File: src/rtl/fifo_wr_arbiter.sv
// Round-robin arbiter in front of a sync FIFO write port; holds the grant for a
// whole packet (or a stalled beat) and tags each beat with the source index.
module fifo_wr_arbiter #(
  parameter int NUM_REQ = 4,
  parameter int DATA_WIDTH = 32,
  localparam int ID_WIDTH = $clog2(NUM_REQ)
) (
  input  logic                            clk_i,
  input  logic                            rstn_i,
  input  logic [NUM_REQ-1:0]              req_valid_i,
  input  logic [NUM_REQ*DATA_WIDTH-1:0]   req_data_i,
  input  logic [NUM_REQ-1:0]              req_last_i,
  output logic [NUM_REQ-1:0]              req_ready_o,
  output logic                            out_valid_o,
  output logic [DATA_WIDTH-1:0]           out_data_o,
  output logic                            out_last_o,
  output logic [ID_WIDTH-1:0]             out_id_o,
  input  logic                            out_ready_i
);

  // Handshake: a beat moves when out_valid_o && out_ready_i; the granted
  // producer sees req_ready_o[grant] = out_ready_i combinationally.

  logic [ID_WIDTH-1:0] rr_ptr;
  logic                lock;
  logic [ID_WIDTH-1:0] lock_id;

  logic [ID_WIDTH-1:0] scan_id;
  logic                found;
  logic [ID_WIDTH-1:0] grant;
  logic                has_grant;
  logic                sel_valid;
  logic                sel_last;
  logic                hs;

  // Modular add that keeps the pointer inside 0..NUM_REQ-1 for any NUM_REQ.
  function automatic logic [ID_WIDTH-1:0] wrap_add(input logic [ID_WIDTH-1:0] base,
                                                    input int off);
    int s;
    s = int'(base) + off;
    if (s >= NUM_REQ) s = s - NUM_REQ;
    return ID_WIDTH'(s);
  endfunction

  // Reverse scan so the candidate nearest rr_ptr is the one left standing.
  always_comb begin
    scan_id = rr_ptr;
    found   = 1'b0;
    for (int i = NUM_REQ - 1; i >= 0; i--) begin
      if (req_valid_i[wrap_add(rr_ptr, i)]) begin
        scan_id = wrap_add(rr_ptr, i);
        found   = 1'b1;
      end
    end
  end

  assign grant     = lock ? lock_id : scan_id;
  assign has_grant = lock | found;
  assign sel_valid = req_valid_i[grant];
  assign sel_last  = req_last_i[grant];
  assign hs        = sel_valid & out_ready_i;

  always_comb begin
    out_valid_o = rstn_i & sel_valid;
    out_data_o  = '0;
    out_last_o  = 1'b0;
    out_id_o    = rstn_i ? grant : '0;
    req_ready_o = '0;
    if (rstn_i && sel_valid) begin
      out_data_o = req_data_i[int'(grant)*DATA_WIDTH +: DATA_WIDTH];
      out_last_o = sel_last;
    end
    if (rstn_i && has_grant) req_ready_o[grant] = out_ready_i;
  end

  always_ff @(posedge clk_i or negedge rstn_i) begin
    if (!rstn_i) begin
      rr_ptr  <= '0;
      lock    <= 1'b0;
      lock_id <= '0;
    end else if (!lock) begin
      if (sel_valid) begin
        if (hs && sel_last) begin
          rr_ptr <= wrap_add(grant, 1);
        end else begin
          // Freeze the grant so a presented or partial packet is never preempted.
          lock    <= 1'b1;
          lock_id <= grant;
        end
      end
    end else if (hs && sel_last) begin
      lock   <= 1'b0;
      rr_ptr <= wrap_add(lock_id, 1);
    end
  end

endmodule

File: config.mk
export PLATFORM = sky130hd
export DESIGN_NAME = fifo_wr_arbiter
export DESIGN_NICKNAME = d
export VERILOG_FILES = /design/src/rtl/fifo_wr_arbiter.sv
export SDC_FILE = /design/constraint.sdc
export NUM_CORES = 1
export LEC_CHECK = 0
export CAP_MARGIN = 20
export CORE_UTILIZATION = 27
export DETAILED_ROUTE_END_ITERATION = 8
export PLACE_DENSITY = 0.9
export SLEW_MARGIN = 20
export SYNTH_ARGS = -nofsm -noshare
export SYNTH_HDL_FRONTEND = slang
export SYNTH_SLANG_ARGS = --single-unit
export TNS_END_PERCENT = 100
File: constraint.sdc
create_clock -name clk_i -period 2.25 [get_ports clk_i]
set_input_delay 0.45 -clock clk_i [delete_from_list [all_inputs] [get_ports clk_i]]
set_output_delay 0.45 -clock clk_i [all_outputs]
set_load 0.02 [all_outputs]
==> run metrics <==
number of flops mapped to enable cells by yosys 0; DR vias about 2400; final wirelength 9670 um; clk_lat worst skew approximately 0.24 ns; initial antenna violation count 1; GR met3 Demand/Resource 6.97%; reg2reg end lock_id[1]; most frequent cells after synthesis and3_1 (34), mux4_2 (27), and2_1 (8), inv_1 (7); CTS tree yes; Clock power frac 3.3%; Worst Path Arrival about 2.6 ns; FF-to-FF setup slack -0.53 ns; Ys Warns 0; P_leak 0.00180 uW; Cell variety after synth 40; GPL Wtd Cong between 0.8 and 0.9; setup slack after layout -0.819 ns; Max-slew headroom 59.8%; WP data required ~1.8 ns; number of global-route vias before repair 2624; htree depth 1; clk sinks 5; Layout Area Growth over Synthesis 162%; post-route minimum period 3.07 ns; TritonRoute pass-1 iters 4; internal power 3260 uW; R2R Path Start rr_ptr[1]; number of remaining DRC errors 0; met2 Resource Use GR 50.5%; Worst-Margin Slew between 0.5 and 0.6 ns; Worst-path clk slew 0.04 ns; Final Hold Viols 0; CP startpoint rr_ptr[1]; sequential element share of the synthesized area roughly 7.4%; sequential share of power between 3 and 4%; outcome finished, violations left; global-route wire length before repair 13300 um; Overflow after GRT 0; largest net degree at the start of global routing 22; met1 track demand over resource 29.1%; Final Skew 0.000946 ns; RSZ-0062 raised after global routing true; worst reg2reg path depth 10; Post-DP HPWL ~6900 um; cell accounting for the most synthesized area mux4_2; Die X 81.3 um; I/O pins 179; fillers 398; core box area 5990 um^2; Util after Layout 74.1%; Startpoint Class register; Slew Viols, Final 0; initial core utilization 28.3%; Max clock buf depth 2; drt wl/cell 21.4 um; placed insts between 400 and 500; Mapped Cells approximately 150; Vert. Die Dim 81.3 um; drt initial violations 68; Yosys reg bits 5; WS Path Type reg -> out; setup total negative slack -29.13 ns; CTS buffer count 3; Logic pwr share 93.0%; crit path capture type output pin; FMAX 326 MHz; period utilisation layout 136%; Hold Buf Count CTS 0; GR peak layer met2; pre-CTS worst setup slack -1.44 ns; Net Sw Frac about two fifths; largest cells by area after synthesis mux4_2 (36%), and3_1 (13%), mux4_1 (7.7%); power per cell area approximately 1200 nW/um^2; Rows 28; Critical Path End out_data_o[1]; most frequent cell after synthesis and3_1; CP Max Fanout 7; Total GRT Usage 27.6%; syn avg cell area 11.2 um^2; Hold/Removal Path Class reg -> reg; final std cells w/o fill approximately 450; die area 6600 um^2; share of layout cells above drive strength 1 53.7%; DR vias/cell 5.37; Mapped Nets between 200 and 300; port bufs 178; clk root buf clkbuf_8; maximum VDD drop 891 uV; Mapped Area ~1700 um^2; top-area cell type share of the netlist area 35.8%; Synth Flop Type dfrtp_1; failing checks setup timing; MaxCap Viol Count 0; Final nets 520; Final setup violation count between 40 and 50; number of routed nets with antenna violations 0; FFs w/ async S/R, synth 100%; Psw 2180 uW
==> worst max-delay path, cell delays in order, from the launching register on <==
cell and delay (ns):
dfrtp_2 0.44, mux2_4 0.34, a221oi_4 0.30, a22o_4 0.24, clkinv_8 0.10, buf_12 0.15, mux4_1 0.45, and3_1 0.20
buf_4 0.16
==> how the worst min path moves through the flow <==
stage | startpoint | end | cells after the start
after floorplan | rstn_i | lock | 0
after global placement | lock_id[1] | lock_id[1] | 2
after detailed placement | lock_id[1] | lock_id[1] | 2
after CTS | lock_id[1] | lock_id[1] | 2
after global routing | lock_id[1] | lock_id[1] | 2
final | lock_id[1] | lock_id[1] | 2
==> state kept, by name, indices dropped and copies added, names as in the netlist <==
register  cells
lock_id       2
rr_ptr        2
lock          1
==> cell usage in the layout (no fill, tap or decap), drive strengths merged, types with 2 or more instances in the layout <==
master         Yosys  routed
clkdlybuf4s50      0     134
buf                7      97
and3              34      34
mux4              32      32
and2               9       9
inv                8       7
clkbuf             7       7
nand2              6       6
nor2               5       5
mux2i              5       5
dfrtp              5       5
mux2               4       4
ha                 4       4
a211oi             4       4
nand3              3       3
a21oi              2       2
nand2b             2       2
a221oi             2       2
==> kinds of logic (layout without fill, tap and decap cells) <==
group | count (synthesis) | after routing | synth area share (%)
AND/OR/NAND/NOR | 63 | 63 | 22.4
multiplexers | 41 | 41 | 50.8
buffers and inverters | 22 | 247 | 7.45
AO/OA/AOI/OAI | 16 | 16 | 9.00
flip-flops | 5 | 5 | 7.37
adder cells (fa/ha/maj) | 4 | 4 | 2.95
other | 0 | 1 | 0
==> power by group through the flow <==
stage / clock (uW) / combinational, uW / sequential (uW)
detailed placement: 0 / 3740 / 191
global placement: 0 / 3660 / 185
CTS: 182 / 4350 / 184
floorplan: 0 / 2280 / 155
finish: 181 / 5060 / 200
global route: 186 / 5320 / 204
==> through the flow <==
step           area [um^2]  hold WS [ns]  power (uW)
6_report              4440         0.623        5440
3_5_place_dp          3840         0.614        3930
2_1_floorplan         1700         0.154        2440
5_1_grt               4440         0.655        5710
4_1_cts               4110         0.622        4720
3_3_place_gp          3840         0.588        3840
==> final cells by class <==
type | count | area [um^2] | area share (%)
Inverter | 8 | 42.5 | 0.958
Sequential cell | 5 | 128 | 2.87
Tap cell | 75 | 93.8 | 2.11
Timing Repair Buffer | 235 | 2420 | 54.4
Antenna cell | 1 | 2.50 | 0.0564
Clock buffer | 4 | 45.0 | 1.01
Multi-Input combinational cell | 124 | 1710 | 38.5
==> timing repair <==
action | in CTS | in global routing
endpoints found under the setup margin | 45 | 45
pin swaps | 14 | 28
resized for setup | 246 | 89
cloned | 3 | 1
setup buffers | 9 | 7
==> layer usage <==
metal  routed length (um)  vias up
met5                    0        -
met4                  349        0
met3                  726       30
met2                 5240      131
met1                 3350     1192
li1                     -     1076
(Power assumes the default switching activity.)
